### src/rtl/mux_pkg.sv
// Shared constants and helpers for the N:1 stream multiplexer.
// Optional channel mask: define MUX_CH_MASK_EN.
package mux_pkg;

    localparam logic MODE_DIRECT = 1'b0;
    localparam logic MODE_SCAN   = 1'b1;

    // Upper bound on channel count supported by the mask search.
    localparam int MAXCH = 64;

    // Next enabled channel after cur, searching cur+1, cur+2, ... with
    // wrap at nch. Returns cur unchanged when no channel is enabled.
    function automatic int next_ch(input int cur,
                                   input logic [MAXCH-1:0] mask,
                                   input int nch);
        int  res;
        int  idx;
        bit  found;
        res   = cur;
        found = 1'b0;
        for (int i = 1; i <= MAXCH; i++) begin
            idx = cur + i;
            if (idx >= nch) idx = idx - nch;
            if (!found && i <= nch && idx < MAXCH) begin
                if (mask[idx]) begin
                    res   = idx;
                    found = 1'b1;
                end
            end
        end
        return res;
    endfunction

endpackage

### src/rtl/mux_scan_ctr.sv
// Scan counter, registered mode and scan-entry detect.
// Optional channel mask: define MUX_CH_MASK_EN.
module mux_scan_ctr
    import mux_pkg::*;
#(
    parameter int NCH  = 8,
    parameter int SELW = $clog2(NCH)
) (
    input  logic            clk,
    input  logic            rst,
    input  logic            mode_i,
    input  logic            cap_i,
`ifdef MUX_CH_MASK_EN
    input  logic [NCH-1:0]  ch_en_i,
`endif
    output logic [SELW-1:0] ch_o,
    output logic            any_en_o
);

    logic [SELW-1:0]  cnt_q, cnt_d;
    logic             mode_q;
    logic             entry;
    logic [MAXCH-1:0] mask;

    // Widen the enable mask to the search width used by next_ch.
    always_comb begin
        mask = '0;
`ifdef MUX_CH_MASK_EN
        mask[NCH-1:0] = ch_en_i;
`else
        mask[NCH-1:0] = '1;
`endif
    end

    assign any_en_o = |mask;
    assign entry    = (mode_i == MODE_SCAN) && (mode_q == MODE_DIRECT);

    // On scan entry the channel restarts at the lowest enabled index.
    always_comb begin
        if (entry) ch_o = SELW'(next_ch(NCH - 1, mask, NCH));
        else       ch_o = cnt_q;
    end

    // Step on a scan capture; otherwise latch the active channel so an
    // entry cycle without a capture still leaves the counter at its start.
    always_comb begin
        cnt_d = cnt_q;
        if (mode_i == MODE_SCAN) begin
            if (cap_i) cnt_d = SELW'(next_ch(int'(ch_o), mask, NCH));
            else       cnt_d = ch_o;
        end
    end

    // Counter and mode history registers.
    always_ff @(posedge clk) begin
        if (rst) begin
            cnt_q  <= '0;
            mode_q <= MODE_DIRECT;
        end else begin
            cnt_q  <= cnt_d;
            mode_q <= mode_i;
        end
    end

endmodule

### src/rtl/mux_nto1_stream.sv
// N-channel registered mux with a valid/ready output stage.
// Optional channel mask: define MUX_CH_MASK_EN.
module mux_nto1_stream
    import mux_pkg::*;
#(
    parameter int WIDTH = 8,
    parameter int NCH   = 8,
    parameter int SELW  = $clog2(NCH)
) (
    input  logic                 clk,
    input  logic                 rst,
    input  logic [NCH*WIDTH-1:0] d,
    input  logic [SELW-1:0]      sel,
    input  logic                 mode,
`ifdef MUX_CH_MASK_EN
    input  logic [NCH-1:0]       ch_en,
`endif
    input  logic                 in_valid,
    output logic                 in_ready,
    output logic [WIDTH-1:0]     y,
    output logic [SELW-1:0]      y_ch,
    output logic                 y_err,
    output logic                 out_valid,
    input  logic                 out_ready
);

    logic [WIDTH-1:0] y_q, y_d;
    logic [SELW-1:0]  ych_q, ych_d;
    logic             err_q, err_d;
    logic             ov_q, ov_d;

    logic [SELW-1:0]  scan_ch;
    logic             any_en;
    logic [SELW-1:0]  ch;
    logic [31:0]      ch_ext;
    logic [WIDTH-1:0] data;
    logic             ch_ok;
    logic             fire;

    mux_scan_ctr #(
        .NCH  (NCH),
        .SELW (SELW)
    ) u_scan (
        .clk      (clk),
        .rst      (rst),
        .mode_i   (mode),
        .cap_i    (fire),
`ifdef MUX_CH_MASK_EN
        .ch_en_i  (ch_en),
`endif
        .ch_o     (scan_ch),
        .any_en_o (any_en)
    );

    assign ch     = (mode == MODE_SCAN) ? scan_ch : sel;
    assign ch_ext = 32'(ch);

    // A scan with nothing enabled must not capture.
    assign in_ready = (~ov_q | out_ready)
                    & ~((mode == MODE_SCAN) & ~any_en);
    assign fire     = in_valid & in_ready;

    // Data select; out-of-range or disabled channels yield zero.
    always_comb begin
        data  = '0;
        ch_ok = 1'b0;
        for (int k = 0; k < NCH; k++) begin
            if (ch_ext == 32'(k)) begin
`ifdef MUX_CH_MASK_EN
                ch_ok = ch_en[k];
`else
                ch_ok = 1'b1;
`endif
                if (ch_ok) data = d[k*WIDTH +: WIDTH];
            end
        end
    end

    // Output stage: load on capture, drop valid when drained, else hold.
    always_comb begin
        y_d   = y_q;
        ych_d = ych_q;
        err_d = err_q;
        ov_d  = ov_q;
        if (fire) begin
            y_d   = data;
            ych_d = ch;
            err_d = ~ch_ok;
            ov_d  = 1'b1;
        end else if (ov_q && out_ready) begin
            ov_d  = 1'b0;
        end
    end

    // Output registers.
    always_ff @(posedge clk) begin
        if (rst) begin
            y_q   <= '0;
            ych_q <= '0;
            err_q <= 1'b0;
            ov_q  <= 1'b0;
        end else begin
            y_q   <= y_d;
            ych_q <= ych_d;
            err_q <= err_d;
            ov_q  <= ov_d;
        end
    end

    assign y         = y_q;
    assign y_ch      = ych_q;
    assign y_err     = err_q;
    assign out_valid = ov_q;

endmodule

### config.mk
export PLATFORM = sky130hd
export DESIGN_NAME = mux_nto1_stream
export DESIGN_NICKNAME = d
export VERILOG_FILES = /design/src/rtl/mux_pkg.sv /design/src/rtl/mux_scan_ctr.sv /design/src/rtl/mux_nto1_stream.sv
export SDC_FILE = /design/constraint.sdc
export NUM_CORES = 1
export LEC_CHECK = 0
export CAP_MARGIN = 30
export CORE_MARGIN = 4
export CORE_UTILIZATION = 41
export CTS_CLUSTER_SIZE = 16
export DETAILED_ROUTE_END_ITERATION = 10
export GPL_ROUTABILITY_DRIVEN = 0
export MAX_ROUTING_LAYER = met4
export PLACE_DENSITY = 0.88
export SKIP_LAST_GASP = 1
export SLEW_MARGIN = 10
export SYNTH_ARGS = -nofsm -noshare
export SYNTH_HDL_FRONTEND = slang
export SYNTH_SLANG_ARGS = --single-unit
### constraint.sdc
create_clock -name clk -period 4.58 [get_ports clk]
set_input_delay 1.145 -clock clk [delete_from_list [all_inputs] [get_ports clk]]
set_output_delay 1.145 -clock clk [all_outputs]
set_load 0.01 [all_outputs]
==> impl_metrics.env, run 1 <==
export IMPL_cp_required_ns=3.43
export IMPL_cts_hold_buf=0
export IMPL_worstPathArrival_ns=2.36
export IMPL_powerDensity_nw_per_um2=175.2
export IMPL_top_layer_used="met4"
export IMPL_drv_cap=0
export IMPL_cts_tree="yes"
export IMPL_holdPathEnd="y_err"
export IMPL_ys_seq_elements=17
export IMPL_numCtsBuffers=3
export IMPL_grt_usage_pct=20.72
export IMPL_drive_above_1_share_pct=10.65
export IMPL_placementRows=21
export IMPL_antenna_found_initial=0
export IMPL_clk_pin_slew_ns=0.11
export IMPL_rsz0062_at_grt="false"
export IMPL_fin_skew_ns=0.01157
export IMPL_drt_initial_drc_count=117
export IMPL_postRouteAntennaNets=0
export IMPL_grt_pass1_wl_um=7251
export IMPL_wl_per_cell_um=15.28
export IMPL_timing_rr_end="y[0]"
export IMPL_ir_worst_vdd_mv=0.09481
export IMPL_crit_top_cell="clkdlybuf4s50_1"
export IMPL_layout_min_cycle_time_ns=3.505
export IMPL_synth_edf_count=0
export IMPL_holdPathStages=1
export IMPL_hp_class="flop to flop"
export IMPL_synth_ff_type="dfxtp_1"
export IMPL_hold_viol=0
export IMPL_dp_slack_ns=0.9567
export IMPL_wl_met2_um=2100
export IMPL_wirelength_met1_um=2165
export IMPL_post_cts_resized=0
export IMPL_yosysTopAreaCellShare_pct=23.05
export IMPL_max_freq_mhz=285.3
export IMPL_crit_fanout=4
export IMPL_wl_met3_um=404
export IMPL_crit_chain="clkdlybuf4s50_1 -> nand2b_1 -> clkdlybuf4s50_1"
export IMPL_vias_per_cell=5.411
export IMPL_hold_start="y_err"
export IMPL_netlist_area_um2=1476
export IMPL_r2r_start="u_scan.mode_q"
export IMPL_synth_nets=259
export IMPL_worst_slack_ns=1.075
export IMPL_async_reset_ff_share_pct=0
export IMPL_vias=1672
export IMPL_regToRegSetupSlack_ns=2.60
export IMPL_clock_path_buffers=2
export IMPL_final_max_slew_viol_count=0
export IMPL_drt_first_pass_iters=7
export IMPL_initial_core_util_pct=43.22
export IMPL_synthTopCellsByArea="dfxtp_1 23%, nand2_1 6.6%, o21ai_0 5.8%, nand3_1 5.4%, a21oi_1 5.1%"
export IMPL_ff2ff_path_depth=5
export IMPL_dieArea_um2=4625
export IMPL_post_route_period_util_pct=76.52
export IMPL_tightest_slew_ns=0.8419
export IMPL_postSynthCellCount=185
export IMPL_insertion_delay_ns=0.31
export IMPL_cts_sinks=17
export IMPL_synth_top_cell_by_area="dfxtp_1"
export IMPL_synthDistinctLibCells=48
export IMPL_cp_slowest_cell="clkdlybuf4s50_1"
export IMPL_port_buffers=85
export IMPL_violations="DRC"
export IMPL_start_kind="input port"
export IMPL_grt_max_degree=24
export IMPL_setup_viol=0
export IMPL_power_static_leakage_nw=0.8723
export IMPL_critPathKind="input port to output pin"
export IMPL_root_buffer="clkbuf_4"
export IMPL_grt_pass1_vias=1583
export IMPL_ys_seq_area_share_pct=23.05
export IMPL_status="finished, violations left"
export IMPL_relSlewSlack_pct=43.70
export IMPL_areaGrowthSynthToFinish_pct=58.47
export IMPL_die_x_um=68.01
export IMPL_antenna_cells=0
export IMPL_drc_errors=1
export IMPL_setup_worst_path_end_class="output pin"
export IMPL_fp_coreArea_um2=3416
export IMPL_final_nets=338
export IMPL_cts_htree_levels=1
export IMPL_postRouteWirelength_um=4720
export IMPL_cts_setup_buffers=0
export IMPL_grt_ovfl_total=0
export IMPL_timing_setup_tns_ns=0
export IMPL_dp_final_hpwl_um=3813
export IMPL_ioPinCount=86
export IMPL_critical_path_max_stage_delay_ns=0.58
export IMPL_yosysWarnings=0
export IMPL_die_h_um=68.01
export IMPL_syn_avg_cell_area_um2=7.981
==> sequential cells by signal, indices dropped and copies added, names as in the netlist <==
name           flops
out_valid          1
y_ch               3
u_scan.mode_q      1
y                  8
y_err              1
u_scan.cnt_q       3
==> per-layer routing <==
layer	GRT usage, %	up-vias
li1	-	856
met1	27.72	745
met2	33.33	66
met3	2.627	5
met4	4.467	0
met5	-	-
==> worst max path at each step <==
stage / startpoint / endpoint / slack (ns) / cells past startpoint
after floorplan: out_ready / in_ready / 2.07 / 1
after global placement: mode / y[0] / 1.04 / 6
final: out_ready / in_ready / 1.08 / 3
after detailed placement: mode / y[4] / 0.96 / 6
after global routing: mode / y[1] / 1.04 / 6
after CTS: out_ready / in_ready / 1.08 / 3
==> report_power, final <==
group,switching [W],internal [W],leakage [nW]
Combinational,0.0000624,0.0000973,0.719
Clock,0.0000522,0.0000334,0.0139
Sequential,0.00000731,0.000157,0.140
Total,0.000122,0.000288,0.872
==> layout by cell type, fill, tap and decap left out, drive strengths merged, types with 2 or more instances in the layout <==
master,n
a211o,2
a211oi,3
a21oi,15
a221o,7
a311oi,2
a31oi,2
and2,2
clkbuf,3
clkdlybuf4s50,85
dfxtp,17
ha,2
inv,4
nand2,27
nand2b,3
nand3,18
nand3b,2
nand4b,2
nor2,9
nor2b,3
o211ai,7
o21ai,24
o2bb2ai,7
or2,2
or3b,2
xnor2,2
==> per-stage QoR <==
step / util (%) / std cells / total power [W] / hold slack, ns / cell area (um2)
6_report: 68.50 / 309 / 0.0004099 / 0.4699 / 2340
5_1_grt: 68.50 / 309 / 0.0004322 / 0.5096 / 2340
4_1_cts: 68.50 / 309 / 0.0004108 / 0.4790 / 2340
3_5_place_dp: 67.62 / 305 / 0.0003268 / 0.4500 / 2310
3_3_place_gp: 67.62 / 305 / 0.0003255 / 0.4444 / 2310
2_1_floorplan: - / 185 / 0.0002381 / 0.4994 / 1476
==> worst max-delay path, delay by kind of cell <==
| kind | cells | cell delay [ns] |
|---|---|---|
| AND/OR/NAND/NOR | 1 | 0.20 |
| buffers and inverters | 2 | 1.02 |
==> synthesized netlist by cell type (3+ instances only) <==
library cell and count:
o211ai_2 5, buf_2 3, nand3_1 16, a221o_2 3, inv_1 4, dfxtp_1 17
o21ai_0 17, buf_4 4, nand2_1 26, a221o_1 4, a21oi_1 15, o2bb2ai_1 7
o21ai_1 7, nor2_1 9
==> kinds of logic after synthesis <==
kind of cell	count (synthesis)	synth area share [%]
AND/OR/NAND/NOR	72	27.97
buffers and inverters	15	6.101
XOR/XNOR	2	1.187
adder cells (fa/ha/maj)	2	1.695
flip-flops	17	23.05
AO/OA/AOI/OAI	77	40.00
==> cell type report <==
type / count / area, um2
clock buffer: 3 / 22.52
clock inverter: 1 / 7.507
fill: 303 / 1076
inverter: 4 / 15.01
multi-input combinational: 153 / 1046
sequential: 17 / 340.3
tap: 46 / 57.56
timing repair buffer: 85 / 850.8
Note: power is estimated with default switching activity, not from simulation.
==> inputs of run 2 (changes only) <==
--- a/config.mk
+++ b/config.mk
@@ -7,12 +7,12 @@
 export LEC_CHECK = 0
 export CAP_MARGIN = 30
 export CORE_MARGIN = 4
-export CORE_UTILIZATION = 41
+export CORE_UTILIZATION = 34
 export CTS_CLUSTER_SIZE = 16
 export DETAILED_ROUTE_END_ITERATION = 10
 export GPL_ROUTABILITY_DRIVEN = 0
 export MAX_ROUTING_LAYER = met4
-export PLACE_DENSITY = 0.88
+export PLACE_DENSITY = 0.78
 export SKIP_LAST_GASP = 1
 export SLEW_MARGIN = 10
 export SYNTH_ARGS = -nofsm -noshare
==> constraint.sdc (replaced) <==
create_clock -name clk -period 3.1 [get_ports clk]
set_input_delay 0.775 -clock clk [delete_from_list [all_inputs] [get_ports clk]]
set_output_delay 0.775 -clock clk [all_outputs]
set_load 0.01 [all_outputs]
==> impl_metrics.env, run 2 (synthesis results as in run 1) <==
export IMPL_drv_cap=0
export IMPL_grt_ovfl_total=0
export IMPL_final_max_slew_viol_count=0
export IMPL_clk_pin_slew_ns=0.06
export IMPL_largest_reg_flops=8
export IMPL_timing_setup_tns_ns=0
export IMPL_postRouteAntennaNets=0
export IMPL_dp_final_hpwl_um=3911
export IMPL_die_h_um=73.90
export IMPL_layout_common_cells="85 x clkdlybuf4s50_1, 26 x nand2_1, 17 x o21ai_0, 17 x dfxtp_1, 16 x nand3_1"
export IMPL_status="complete, no violations"
export IMPL_relSlewSlack_pct=60.70
export IMPL_rsz0062_at_grt="false"
export IMPL_cts_setup_buffers=0
export IMPL_p_clk_share_pct=25.7
export IMPL_switching_share_pct=27.98
export IMPL_grt_usage_pct=18.23
export IMPL_grt_pass1_vias=1602
export IMPL_whs_ns=0.4668
export IMPL_layout_min_cycle_time_ns=2.774
export IMPL_root_buffer="clkbuf_8"
export IMPL_wl_per_cell_um=15.29
export IMPL_critPathKind="input port to output pin"
export IMPL_numCtsBuffers=3
export IMPL_antenna_cells=0
export IMPL_intPower_w=0.0004691
export IMPL_cp_required_ns=2.32
export IMPL_worst_slack_ns=0.3260
export IMPL_insertion_delay_ns=0.26
export IMPL_cts_hold_buf=0
export IMPL_drt_initial_drc_count=87
export IMPL_cts_sinks=17
export IMPL_tightest_slew_ns=0.5873
export IMPL_hp_class="flop to flop"
export IMPL_post_route_period_util_pct=89.48
export IMPL_max_freq_mhz=360.5
export IMPL_dp_slack_ns=0.3415
export IMPL_placementRows=23
export IMPL_ir_worst_vdd_mv=0.1391
export IMPL_initial_core_util_pct=36.13
export IMPL_postRouteWirelength_um=4861
export IMPL_vias_per_cell=5.437
export IMPL_grt_max_degree=18
export IMPL_seq_power_share_pct=37.4
export IMPL_final_common_cell="clkdlybuf4s50_1"
export IMPL_hold_viol=0
export IMPL_fin_skew_ns=0.009547
export IMPL_combPwrFrac_pct=36.9
export IMPL_dieArea_um2=5460
export IMPL_placed_cell_area_um2=2352
export IMPL_start_kind="input port"
export IMPL_post_cts_resized=0
export IMPL_die_x_um=73.90
export IMPL_port_buffers=85
export IMPL_areaGrowthSynthToFinish_pct=62.46
export IMPL_fp_coreArea_um2=4086
export IMPL_clock_path_buffers=2
export IMPL_final_nets=343
export IMPL_powerDensity_nw_per_um2=271.6
export IMPL_cts_htree_levels=1
export IMPL_worstPathArrival_ns=2.00
export IMPL_crit_fanout=4
export IMPL_drt_first_pass_iters=4
export IMPL_ioPinCount=86
export IMPL_setup_worst_path_end_class="output pin"
export IMPL_vias=1729
export IMPL_setup_viol=0
export IMPL_drc_errors=0
export IMPL_drive_above_1_share_pct=12.31
export IMPL_regToRegSetupSlack_ns=1.25
export IMPL_switchingPower_w=0.0001822
export IMPL_final_area_um2=2399
export IMPL_antenna_found_initial=0
export IMPL_cts_tree="yes"
export IMPL_power_static_leakage_nw=0.9073
export IMPL_grt_pass1_wl_um=7721
run 2: per-stage QoR:
| step | util (%) | total power, W | cells |
|---|---|---|---|
| 6_report | 58.70 | 0.0006513 | 318 |
| 5_1_grt | 58.70 | 0.0006856 | 318 |
| 4_1_cts | 58.70 | 0.0006553 | 318 |
| 3_5_place_dp | 57.56 | 0.0004877 | 314 |
| 3_3_place_gp | 57.56 | 0.0004850 | 314 |
| 2_1_floorplan | - | 0.0003518 | 185 |
run 2: area by class of cell:
type	count	area, um2
clock buffer	3	41.29
clock inverter	1	5.005
fill	381	1688
inverter	4	15.01
multi-input combinational	153	1046
sequential	17	340.3
tap	50	62.56
timing repair buffer	90	888.4
run 2: power groups by stage:
stage	Clock, W	Combinational, W	Sequential (W)
final	0.000168	0.000240	0.000243
after global placement	0	0.000237	0.000248
after CTS	0.000171	0.000241	0.000243
after floorplan	0	0.000101	0.000251
after detailed placement	0	0.000239	0.000248
after global routing	0.000178	0.000262	0.000246
run 2: worst paths after layout:
| path | endpoint | startpoint | cells after the start |
|---|---|---|---|
| worst max-delay path | in_ready | out_ready | 3 |
| worst min-delay path | y[4] | y[4] | 1 |
| worst max register to register | y[4] | u_scan.mode_q | 5 |
| worst min register to register | y[4] | y[4] | 1 |
run 2: critical path, cell delays in order:
cell and delay, ns:
clkdlybuf4s50_1 0.45, nand2b_1 0.20, clkdlybuf4s50_1 0.57
run 2: layer usage:
metal / wire length [um] / part of all wire (%) / up-vias / track usage, %
met2: 2088 / 43 / 69 / 26.87
met4: 104 / 2.1 / 0 / 6.439
met1: 2215 / 46 / 785 / 25.61
met3: 453 / 9.3 / 9 / 1.915
li1: - / - / 866 / -
met5: 0 / 0 / - / -
